[config.mk]
export PLATFORM = sky130hd
export DESIGN_NAME = rs_encoder_lfsr
export DESIGN_NICKNAME = d
export VERILOG_FILES = /design/src/rtl/rs_encoder_lfsr.sv
export SDC_FILE = /design/constraint.sdc
export NUM_CORES = 1
export LEC_CHECK = 0
export BUFFER_PORTS_ARGS = -buffer_cell sky130_fd_sc_hd__buf_2
export CORE_UTILIZATION = 30
export DETAILED_ROUTE_END_ITERATION = 8
export GPL_TIMING_DRIVEN = 0
export PLACE_DENSITY = 0.46
export SLEW_MARGIN = 10
export SYNTH_ARGS = -nofsm -noshare
export SYNTH_HDL_FRONTEND = slang
export SYNTH_SLANG_ARGS = --single-unit
export TNS_END_PERCENT = 100
[constraint.sdc]
create_clock -name clock -period 2.2 [get_ports clock]
set_clock_uncertainty 0.1 [all_clocks]
set_input_delay 0.33 -clock clock [delete_from_list [all_inputs] [get_ports clock]]
set_output_delay 0.33 -clock clock [all_outputs]
set_load 0.005 [all_outputs]
[src/rtl/rs_encoder_lfsr.sv]
// Systematic RS(31,27) encoder over GF(2^5), p(x) = x^5 + x^2 + 1.
// Message symbols stream through unchanged, followed by four LFSR parity symbols.
module rs_encoder_lfsr #(
    parameter int         K  = 27,
    parameter logic [4:0] G3 = 5'd30,
    parameter logic [4:0] G2 = 5'd6,
    parameter logic [4:0] G1 = 5'd9,
    parameter logic [4:0] G0 = 5'd17
) (
    input  logic       clock,
    input  logic       reset_n,
    input  logic       in_valid,
    output logic       in_ready,
    input  logic [4:0] in_data,
    output logic       out_valid,
    input  logic       out_ready,
    output logic [4:0] out_data,
    output logic       out_parity,
    output logic       out_last
);

    localparam int CNT_W = (K > 1) ? $clog2(K) : 1;

    // One-hot pair so that the two unused codes can be detected and recovered.
    typedef enum logic [1:0] {
        ST_MSG = 2'b01,
        ST_PAR = 2'b10
    } state_e;

    state_e           state_q, state_d;
    logic [CNT_W-1:0] msg_cnt_q, msg_cnt_d;
    logic [1:0]       par_cnt_q, par_cnt_d;
    logic [4:0]       r0_q, r1_q, r2_q, r3_q;
    logic [4:0]       r0_d, r1_d, r2_d, r3_d;
    logic             out_valid_q, out_valid_d;
    logic [4:0]       out_data_q, out_data_d;
    logic             out_parity_q, out_parity_d;
    logic             out_last_q, out_last_d;
    logic             out_free;
    logic [4:0]       fb;

    // GF(2^5) multiply: shift-and-add, reducing x^5 to x^2 + 1.
    function automatic logic [4:0] gf_mul(input logic [4:0] a, input logic [4:0] b);
        logic [4:0] acc;
        logic [4:0] sh;
        acc = 5'd0;
        sh  = a;
        for (int i = 0; i < 5; i++) begin
            if (b[i]) acc = acc ^ sh;
            sh = {sh[3:0], 1'b0} ^ (sh[4] ? 5'b00101 : 5'b00000);
        end
        return acc;
    endfunction

    assign out_free = !out_valid_q || out_ready;
    assign in_ready = (state_q == ST_MSG) && out_free;
    assign fb       = in_data ^ r3_q;

    // NOTE: every _d gets its hold value first, so no path through the case
    // statement leaves a signal unassigned and no latch is inferred.
    always_comb begin
        state_d      = state_q;
        msg_cnt_d    = msg_cnt_q;
        par_cnt_d    = par_cnt_q;
        r0_d         = r0_q;
        r1_d         = r1_q;
        r2_d         = r2_q;
        r3_d         = r3_q;
        out_valid_d  = out_valid_q;
        out_data_d   = out_data_q;
        out_parity_d = out_parity_q;
        out_last_d   = out_last_q;

        unique case (state_q)
            ST_MSG: begin
                if (out_free) begin
                    if (in_valid) begin
                        out_data_d   = in_data;
                        out_valid_d  = 1'b1;
                        out_parity_d = 1'b0;
                        out_last_d   = 1'b0;
                        r3_d         = r2_q ^ gf_mul(fb, G3);
                        r2_d         = r1_q ^ gf_mul(fb, G2);
                        r1_d         = r0_q ^ gf_mul(fb, G1);
                        r0_d         = gf_mul(fb, G0);
                        if (msg_cnt_q == CNT_W'(K - 1)) begin
                            msg_cnt_d = '0;
                            state_d   = ST_PAR;
                        end else begin
                            msg_cnt_d = msg_cnt_q + 1'b1;
                        end
                    end else begin
                        out_valid_d = 1'b0;
                    end
                end
            end
            ST_PAR: begin
                if (out_free) begin
                    out_data_d   = r3_q;
                    out_valid_d  = 1'b1;
                    out_parity_d = 1'b1;
                    out_last_d   = (par_cnt_q == 2'd3);
                    r3_d         = r2_q;
                    r2_d         = r1_q;
                    r1_d         = r0_q;
                    r0_d         = 5'd0;
                    par_cnt_d    = par_cnt_q + 2'd1;
                    if (par_cnt_q == 2'd3) state_d = ST_MSG;
                end
            end
            default: begin
                state_d = ST_MSG;
            end
        endcase
    end

    // NOTE: state registers use non-blocking assignments so every flop samples
    // pre-edge values regardless of process ordering.
    always_ff @(posedge clock or negedge reset_n) begin
        if (!reset_n) begin
            state_q      <= ST_MSG;
            msg_cnt_q    <= '0;
            par_cnt_q    <= 2'd0;
            r0_q         <= 5'd0;
            r1_q         <= 5'd0;
            r2_q         <= 5'd0;
            r3_q         <= 5'd0;
            out_valid_q  <= 1'b0;
            out_data_q   <= 5'd0;
            out_parity_q <= 1'b0;
            out_last_q   <= 1'b0;
        end else begin
            state_q      <= state_d;
            msg_cnt_q    <= msg_cnt_d;
            par_cnt_q    <= par_cnt_d;
            r0_q         <= r0_d;
            r1_q         <= r1_d;
            r2_q         <= r2_d;
            r3_q         <= r3_d;
            out_valid_q  <= out_valid_d;
            out_data_q   <= out_data_d;
            out_parity_q <= out_parity_d;
            out_last_q   <= out_last_d;
        end
    end

    assign out_valid  = out_valid_q;
    assign out_data   = out_data_q;
    assign out_parity = out_parity_q;
    assign out_last   = out_last_q;

endmodule

==> results of run 1 <==
-- registers in the layout, indices dropped and copies added, names as in the netlist --
signal / count
msg_cnt_q: 5
out_data: 5
out_last: 1
out_parity: 1
out_valid: 1
par_cnt_q: 2
r0_q: 5
r1_q: 5
r2_q: 5
r3_q: 5
state_q: 2
-- power groups by stage --
| stage | Clock, W | Sequential, W | Combinational [W] |
|---|---|---|---|
| 3_5_place_dp | 0 | 0.00123 | 0.00201 |
| 5_1_grt | 0.000579 | 0.00127 | 0.00232 |
| 6_report | 0.000529 | 0.00124 | 0.00203 |
| 4_1_cts | 0.000548 | 0.00122 | 0.00203 |
| 2_1_floorplan | 0 | 0.00119 | 0.00165 |
| 3_3_place_gp | 0 | 0.00123 | 0.00201 |
-- worst max-delay path by stage --
stage	start	to	slack [ns]	cells after the start
after global routing	state_q[1]	r1_q[3]	0.007	6
final	r3_q[1]	r3_q[3]	0.18	5
after global placement	state_q[1]	r2_q[2]	-0.27	7
after floorplan	r3_q[1]	r3_q[3]	0.32	5
after CTS	state_q[1]	r2_q[2]	0.05	7
after detailed placement	state_q[1]	r2_q[2]	-0.26	7
-- stage by stage --
stage	total power (W)	utilization, %	setup WS, ns	setup TNS, ns
final	0.003798	36.48	0.1836	0
after CTS	0.003790	35.82	0.04942	0
after floorplan	0.002841	-	0.3201	0
after global placement	0.003237	34.17	-0.2657	-2.245
after global routing	0.004173	36.48	0.007253	0
after detailed placement	0.003238	34.17	-0.2617	-2.137
-- cell type report --
class | instances | area, µm²
fill | 679 | 4056
multi-input combinational | 154 | 1077
buffer | 7 | 27.53
sequential | 37 | 927.1
clock inverter | 1 | 5.005
clock buffer | 7 | 96.34
timing repair buffer | 17 | 85.08
inverter | 4 | 15.01
tap | 77 | 96.34
-- cells by family after synthesis --
kind of cell,synth area share (%)
adders and majority gates,1.876
muxes,1.626
AOI/OAI and AO/OA,12.82
xor gates and xnor gates,20.58
buffers and inverters,2.064
DFF,46.34
and+or+nand+nor,14.70
-- routing by layer --
metal  vias up  global-route usage, %
met5         -                      0
met4         0                  3.698
met3         6                  3.066
met2        21                  20.69
met1       672                  18.37
li1        735                      -
-- cells in the final DEF (no fill, tap or decap), types with 2 or more instances in the layout --
cell and count:
o21ai_0 22, buf_2 17, xnor3_1 4, xor2_1 7, dfrtp_1 36, a21oi_1 5
xnor2_2 3, or3_1 4, a21o_1 2, nor3_1 2, nand2_1 35, nor2_1 18
xnor2_1 19, xnor2_4 3, clkbuf_8 7, ha_1 3, a31oi_1 8, a22o_1 3
nand2b_1 2, clkbuf_1 6, inv_1 4
-- timing repair --
item,CTS,global route
buffers inserted,0,0
hold buffers,0,0
gates cloned,0,0
setup endpoints to repair,9,12
gates resized for setup,2,5
==> impl_results.md, run 1 <==
* Core Region at 6386 µm²
* Fmax at 0.4959 GHz
* Post-synth ARST share at between 90% and 100%
* Worst skew pair latency at between 0.2 and 0.3 ns
* Avg Vias per Cell at around 4.7
* Delay-heaviest family, CP: XOR/XNOR gates
* Overall Global Routing Usage at between 10% and 20%
* Min Hold Slack at 0.05989 ns
* Slew headroom at 42.18%
* CP Buf/Inv Count at 0
* Largest area contributor in the netlist: dfrtp_1
* Cell Chain, Critical Path: xnor2_4, xnor3_1, mux2_1, a21oi_1, a21oi_1
* I/O Pins at 18
* Reg clk slew, reported paths at approximately 0.07 ns
* R2R Path Start: r3_q[1]
* H-tree depth at 2
* CTS tree: yes
* Final Setup Violations at 0
* Predominant post-synthesis flop cell: dfrtp_1
* Fin area at about 2300 µm²
* Crit start category: flop
* Worst Path Arrival at 2.08 ns
* Mapped Nets at 214
* M1 wire length at approximately 2.1 mm
* Clk buf depth at 2
* CP Data Required Time at 2.27 ns
* Clk root buf: clkbuf_8
* Cells on worst reg2reg path at 5
* Number of flops mapped to enable cells by yosys at 0
* Row count at 29
* Total Die Area at about 7000 µm²
* Clk sinks at 37
* CP dominant cell by count: a21oi_1
* R2R Path End: r3_q[3]
* Crit path max fanout at 8
* RePlAce Congestion at approximately 0.76
* First-pass GRT wire length at 7.224 mm
* Pin count of the biggest net entering global routing at 38
* Net Sw Power at 0.001471 W
* Slowest-stage cell, CP: dfrtp_1
* Setup slack, reg-to-reg at 0.18 ns
* Synth cell types at 33
* Pins Over Slew Limit at 0
* Final non-filler cell total at 304
* WL met3 at 132 µm
* Final Hold Fails at 0
* Vias after detailed routing at 1434
* 1st-pass router iterations at 4
* Placed Instances at around 300
* Initial Util at between 30% and 40%
* Detail Route Antenna Nets at 0
* DR iter-0 viols at 54
* WL met2 at 1.900 mm
* Status: finished, final reports clean
* Post-Place Cell Area at 2182 µm²
* Pint at 0.002326 W
* Num CTS Buffers at 5
* Combinational power share at 53.5%
* Max Cap Viol at 0
* Synth warnings at 0
* Vias in the first global route at 1428
* Routed wire per std cell at 13.72 µm
* Mapped cell area at roughly 2000 µm²
* Port bufs at 17
* Static Leak at 1.063 nW
* Register area share after synthesis at a little under half
* Largest cells by area after synthesis: dfrtp_1 45%, xnor2_1 9.2%, nand2_1 6.6%
* Nets at 238
* Tmin final at approximately 2.0 ns
* Power Dens Cells at 1630 nW/µm²
* Synth top cells by count: 36 x dfrtp_1, 35 x nand2_1, 22 x o21ai_0
* Area growth, synth to finish at 16.45%
* Top routing layer in use: met4
* Peak supply drop at roughly 740 µV
* Die Wd at ~84 µm
* Cells after Synth at ~200
* Slowest Stage Delay on Critical Path at 0.45 ns
* Die Y at 83.67 µm
* Unrepaired setup endpoints after global routing: false
* Seq pwr share at 32.6%
* Critical path type: flop to flop
* Avg Cell Area, Syn at ~9.9 µm²
* Top-area cell type share of the netlist area at 45.03%
* Tcrit/Tclk final at 91.65%
* #FFs+latches synth at 37
* # DRC at 0
* Setup crit end kind: flop
* HPWL Detailed at approximately 2.8 mm
* Final global-route overflow total at 0
* Most frequent cell after synthesis: dfrtp_1
* Clock power frac at between 10% and 20%
* Antenna Cells at 0
* Initial antenna violation count at 0
* Min-delay worst type: input port to async pin
* Worst-Margin Slew at slightly below 0.9 ns
* DRT Wirelength at 4.172 mm
* Switch share at 38.75%
* Layout cells sized above 1 at 15.42%
(Power assumes the default switching activity.)
==> run 2, diff against run 1 <==
PLACE_DENSITY = unset   (was 0.46)
==> impl_results.md, run 2 (synthesized netlist as in run 1, its figures left out) <==
* Worst-Margin Slew at 0.8400 ns (was 0.8673 ns)
* Post-Place Cell Area at 2182 µm² (unchanged)
* 1st-pass router iterations at 4 (unchanged)
* Final global-route overflow total at 0 (unchanged)
* Row count at 29 (unchanged)
* Routed wire per std cell at 13.23 µm (was 13.72 µm)
* Peak supply drop at 606.6 µV (was 743.8 µV)
* Worst Path Arrival at 2.08 ns (about the same)
* # DRC at 0 (unchanged)
* Initial antenna violation count at 0 (unchanged)
* Clk buf depth at 2 (unchanged)
* Power Dens Cells at 1620 nW/µm² (was 1630 nW/µm²)
* Critical path type: flop to flop (unchanged)
* Tmin final at 2.012 ns (was 2.016 ns)
* Setup TNS at 0 ns (unchanged)
* CTS hold repair buffers at 0 (unchanged)
* Status: finished, final reports clean (unchanged)
* Min-delay worst type: input port to async pin (unchanged)
* Worst skew pair latency at 0.28 ns (was 0.29 ns)
* Cells on worst reg2reg path at 5 (unchanged)
* Fin area at 2307 µm² (was 2330 µm²)
* Crit path max fanout at 8 (unchanged)
* Static Leak at 1.053 nW (was 1.063 nW)
* Setup crit end kind: flop (unchanged)
* I/O Pins at 18 (unchanged)
* Vias after detailed routing at 1451 (was 1434)
* Total Die Area at 7000 µm² (unchanged)
* Core Region at 6386 µm² (unchanged)
* Area growth, synth to finish at 15.32% (was 16.45%)
* First-pass GRT wire length at 7.093 mm (was 7.224 mm)
* Unrepaired setup endpoints after global routing: false (unchanged)
* H-tree depth at 2 (unchanged)
* Initial Util at 31.33% (unchanged)
* Vias in the first global route at 1508 (was 1428)
* Die Y at 83.67 µm (unchanged)
* Overall Global Routing Usage at 12.70% (was 13.23%)
* Clk sinks at 37 (unchanged)
* Reg clk slew, reported paths at 0.07 ns (about the same)
* RePlAce Congestion at 0.8018 (was 0.7608)
* Commonest non-fill, non-tap cell in the layout: dfrtp_1 (unchanged)
* Port bufs at 17 (unchanged)
* CTS tree: yes (unchanged)
* Antenna Cells at 0 (unchanged)
* Detail Route Antenna Nets at 0 (unchanged)
* Post-CTS setup buffers at 0 (unchanged)
* Nets at 238 (unchanged)
* Pins Over Slew Limit at 0 (unchanged)
* Avg Vias per Cell at 4.773 (was 4.717)
* Layout cells sized above 1 at 14.54% (was 15.42%)
* CP Data Required Time at 2.27 ns (about the same)
* Die Wd at 83.67 µm (unchanged)
* Final Hold Fails at 0 (unchanged)
* Max Cap Viol at 0 (unchanged)
* Pin count of the biggest net entering global routing at 38 (unchanged)
* Fmax at 0.4969 GHz (was 0.4959 GHz)
* DR iter-0 viols at 44 (was 54)
* Min Hold Slack at 0.05144 ns (was 0.05989 ns)
* DRT Wirelength at 4.023 mm (was 4.172 mm)
* Final Setup Violations at 0 (unchanged)
* Crit start category: flop (unchanged)
* Tcrit/Tclk final at 91.47% (was 91.65%)
* Commonest non-fill, non-tap cells in the layout: 36 x dfrtp_1, 35 x nand2_1, 22 x o21ai_0, 19 x xnor2_1, 18 x nor2_1 (unchanged)
* Num CTS Buffers at 5 (unchanged)
* HPWL Detailed at 2.839 mm (was 2.831 mm)
* Slew headroom at 44.00% (was 42.18%)
* Clk root buf: clkbuf_8 (unchanged)
[run 2: worst paths after layout]
| check | slack [ns] | from | endpoint |
|---|---|---|---|
| worst max-delay path | 0.19 | r3_q[1] | r3_q[3] |
| worst min-delay path | 0.05 | reset_n | out_data[2] |
| worst max register to register | 0.19 | r3_q[1] | r3_q[3] |
| worst min register to register | 0.38 | par_cnt_q[0] | par_cnt_q[0] |
| max in group asynchronous | 1.43 | reset_n | msg_cnt_q[3] |
| min in group clock | 0.23 | in_data[0] | out_data[0] |
[run 2: final cells by class]
cell class                      instances  area (µm²)
Fill cell                             653        4079
Multi-Input combinational cell        154        1066
Sequential cell                        37       927.1
Tap cell                               77       96.34
Clock buffer                            8       90.09
Timing Repair Buffer                   17       85.08
Buffer                                  7       27.53
Inverter                                4       15.01
[run 2: metal layers]
layer | wire (µm) | share of wire (%) | GRT usage [%]
met3 | 125 | 3.1 | 3.066
met2 | 1851 | 46 | 20.77
met1 | 2016 | 50 | 17.07
met4 | 30 | 0.75 | 2.773
met5 | 0 | 0 | 0
[run 2: report_power, final]
group	internal, W	switching [W]	leakage [nW]
sequential	0.000981	0.000251	0.442
clock	0.000256	0.000231	0.0455
combinational	0.00105	0.000967	0.565
[run 2: timing repair]
action | 4_1_cts | 5_1_grt
pin swaps | 0 | 0
setup endpoints to repair | 9 | 11
resized for setup | 2 | 4
[run 2: critical path: stages (launching register included)]
cell and delay, ns:
dfrtp_1 0.45, xnor2_4 0.40, xnor3_1 0.43, mux2_1 0.32
a21oi_1 0.14, a21oi_1 0.05
[run 2: metrics by stage]
stage,setup WS (ns),util [%],power [W],instances
after floorplan,0.3201,-,0.002841,202
after global placement,-0.2086,34.17,0.003181,296
after detailed placement,-0.2227,34.17,0.003237,296
after CTS,0.06291,35.64,0.003748,304
after global routing,0.05979,36.13,0.004101,304
final,0.1877,36.13,0.003738,304
==> run 3, diff against run 2 <==
CORE_UTILIZATION = 40   (was 30)
PLACE_DENSITY_LB_ADDON = 0.3   (was unset)
clock period = 1.6 ns   (was 2.2 ns; I/O delays follow)
==> impl_results.md, run 3 (synthesized netlist as in run 1, its figures left out) <==
* Status: complete, but fails checks (was finished, final reports clean)
* Failing checks: setup timing
* Vias after detailed routing at 1604 (was 1451)
* Slowest-stage cell, CP: dfrtp_2 (was dfrtp_1)
* Unrepaired setup endpoints after global routing: true (was false)
* Final non-filler cell total at 323 (was 304)
* Commonest non-fill, non-tap cells in the layout: 33 x nand2_1, 31 x dfrtp_1, 19 x buf_2, 17 x buf_4, 13 x nor2_1 (was 36 x dfrtp_1, 35 x nand2_1, 22 x o21ai_0, 19 x xnor2_1, 18 x nor2_1)
* Delay-heaviest family, CP: XOR/XNOR gates (unchanged)
* Fill count at 378 (was 653)
* CP Buf/Inv Count at 1 (was 0)
* Row count at 25 (was 29)
* Post-Place Cell Area at 2227 µm² (was 2182 µm²)
* Num CTS Buffers at 5 (unchanged)
* Clk buf depth at 2 (unchanged)
* Setup slack, reg-to-reg at -0.19 ns (was 0.19 ns)
* Antenna Cells at 0 (unchanged)
* Reg clk slew, reported paths at 0.07 ns (about the same)
* Pin count of the biggest net entering global routing at 38 (unchanged)
* Crit path max fanout at 8 (unchanged)
* Fin area at 2917 µm² (was 2307 µm²)
* Slew headroom at 44.14% (was 44.00%)
* Initial Util at 42.08% (was 31.33%)
* Multi-input logic area at 1305 µm² (was 1066 µm²)
* FF+latch area at 933.4 µm² (was 927.1 µm²)
* DR iter-0 viols at 82 (was 44)
* Routed wire per std cell at 14.93 µm (was 13.23 µm)
* H-tree depth at 2 (unchanged)
* Switch share at 36.96% (was 38.76%)
* Slowest Stage Delay on Critical Path at 0.45 ns (about the same)
* 1st-pass router iterations at 4 (unchanged)
* Setup crit end kind: flop (unchanged)
* R2R Path End: r3_q[3] (unchanged)
* Layout cells sized above 1 at 39.06% (was 14.54%)
* HPWL Detailed at 2.716 mm (was 2.839 mm)
* Overall Global Routing Usage at 18.30% (was 12.70%)
* Clk root buf: clkbuf_8 (unchanged)
* Worst Path Arrival at 1.87 ns (was 2.08 ns)
* Vias in the first global route at 1513 (was 1508)
* Hold path depth at 3
* Port bufs at 17 (unchanged)
* Pins Over Slew Limit at 0 (unchanged)
* CP Data Required Time at 1.68 ns (was 2.27 ns)
* Fmax at 0.5586 GHz (was 0.4969 GHz)
* Nets at 267 (was 238)
* Min-delay worst type: input port to flop (was input port to async pin)
* CTS tree: yes (unchanged)
* Critical path type: flop to flop (unchanged)
* Seq pwr share at 23.7% (was 33.0%)
* Avg Vias per Cell at 4.966 (was 4.773)
* Crit path to: r3_q[3] (unchanged)
* Core Region at 4755 µm² (was 6386 µm²)
* First-pass GRT wire length at 7.334 mm (was 7.093 mm)
* Crit start category: flop (unchanged)
* Combinational power share at 64.9% (was 54.0%)
* Power Dens Cells at 2512 nW/µm² (was 1620 nW/µm²)
* Static Leak at 1.344 nW (was 1.053 nW)
* Net Sw Power at 0.002708 W (was 0.001449 W)
* Final Setup Violations at 9 (was 0)
* Max Cap Viol at 0 (unchanged)
* CP Depth at 6 (was 5)
* DRT Wirelength at 4.821 mm (was 4.023 mm)
* Initial antenna violation count at 0 (unchanged)
* Die Wd at 72.72 µm (was 83.67 µm)
* Pint at 0.004619 W (was 0.002290 W)
* Detail Route Antenna Nets at 0 (unchanged)
* Area growth, synth to finish at 45.78% (was 15.32%)
* Cells on worst reg2reg path at 6 (was 5)
* Worst-Margin Slew at 0.8380 ns (was 0.8400 ns)
* Worst skew pair latency at 0.29 ns (was 0.28 ns)
* I/O Pins at 18 (unchanged)
* Final global-route overflow total at 0 (unchanged)
* # DRC at 0 (unchanged)
* Cell Chain, Critical Path: xnor2_4, buf_12, xnor3_1, mux2_4, a21oi_2, a21oi_1 (was xnor2_4, xnor3_1, mux2_1, a21oi_1, a21oi_1)
* Peak supply drop at 1061 µV (was 606.6 µV)
* Worst Setup SP: r3_q[1] (unchanged)
* Die Y at 72.72 µm (was 83.67 µm)
* Total Die Area at 5288 µm² (was 7000 µm²)
* Clk sinks at 37 (unchanged)
* RePlAce Congestion at 0.7349 (was 0.8018)
* R2R Path Start: r3_q[1] (unchanged)
* Setup WS post-layout at -0.1901 ns (was 0.1877 ns)
* Final Hold Fails at 0 (unchanged)
* Placed Instances at 286 (was 296)
* Tmin final at 1.790 ns (was 2.012 ns)
* Clock power frac at 11.4% (was 13.0%)
* Tcrit/Tclk final at 111.9% (was 91.47%)
* Commonest non-fill, non-tap cell in the layout: nand2_1 (was dfrtp_1)
-- run 3: cell count changes in the layout (fill, tap and decap cells not counted), sizes merged --
cell,change
clkbuf,-7
buf,+33
dlygate4sd3,+1
bufinv,+1
clkdlybuf4s15,+1
-- run 3: worst min path at each step --
stage	startpoint	to	slack, ns
floorplan	reset_n	msg_cnt_q[0]	-0.16
global placement	reset_n	r1_q[1]	0.30
detailed placement	reset_n	r2_q[1]	0.29
CTS	in_data[0]	out_data[0]	0.15
global route	in_data[0]	out_data[0]	0.15
finish	in_data[2]	out_data[2]	0.15
-- run 3: power groups by stage --
stage | Clock (W) | Sequential (W) | Combinational, W
3_3_place_gp | 0 | 0.00170 | 0.00280
6_report | 0.000839 | 0.00174 | 0.00475
4_1_cts | 0.000847 | 0.00172 | 0.00396
5_1_grt | 0.000890 | 0.00179 | 0.00512
3_5_place_dp | 0 | 0.00172 | 0.00284
2_1_floorplan | 0 | 0.00166 | 0.00238
-- run 3: cell type report --
class / count / area share, %
plain buffers: 7 / 1.973
clock buffers: 7 / 2.960
clock inverters: 1 / 1.030
inverters: 4 / 0.5148
multi-input cells: 154 / 44.74
flip-flops and latches: 37 / 32.00
well taps: 67 / 2.874
repair buffers: 46 / 13.90
-- run 3: tightest hold or removal path, cell delays in order --
cell and delay (ns):
buf_2 0.13, nand2_1 0.06, a31oi_1 0.07
-- run 3: layer usage --
| metal | vias to the layer above | global-route usage, % | part of all wire [%] |
|---|---|---|---|
| met5 | - | 0 | 0 |
| met2 | 32 | 30.94 | 50 |
| li1 | 785 | - | - |
| met3 | 8 | 3.729 | 3.0 |
| met4 | 0 | 3.268 | 1.2 |
| met1 | 779 | 24.62 | 46 |
-- run 3: repair_timing --
| item | CTS | global route |
|---|---|---|
| gates cloned | 0 | 1 |
| endpoints found under the hold margin | 36 | 0 |
| pin swaps | 18 | 25 |
| buffers inserted | 17 | 12 |
| gates resized for setup | 39 | 41 |
| endpoints found under the setup margin | 30 | 33 |
| hold buffers | 1 | 0 |
-- run 3: stage by stage --
step | hold WS [ns] | utilization, % | setup TNS [ns] | power (W) | setup WS (ns)
floorplan | -0.1556 | - | -0.4780 | 0.004038 | -0.1835
global placement | 0.2958 | 46.84 | -4.624 | 0.004507 | -0.3248
detailed placement | 0.2886 | 46.84 | -4.789 | 0.004559 | -0.3251
CTS | 0.1533 | 56.58 | -0.6173 | 0.006523 | -0.1719
global route | 0.1470 | 61.34 | -2.009 | 0.007800 | -0.2509
finish | 0.1507 | 61.34 | -1.100 | 0.007327 | -0.1901
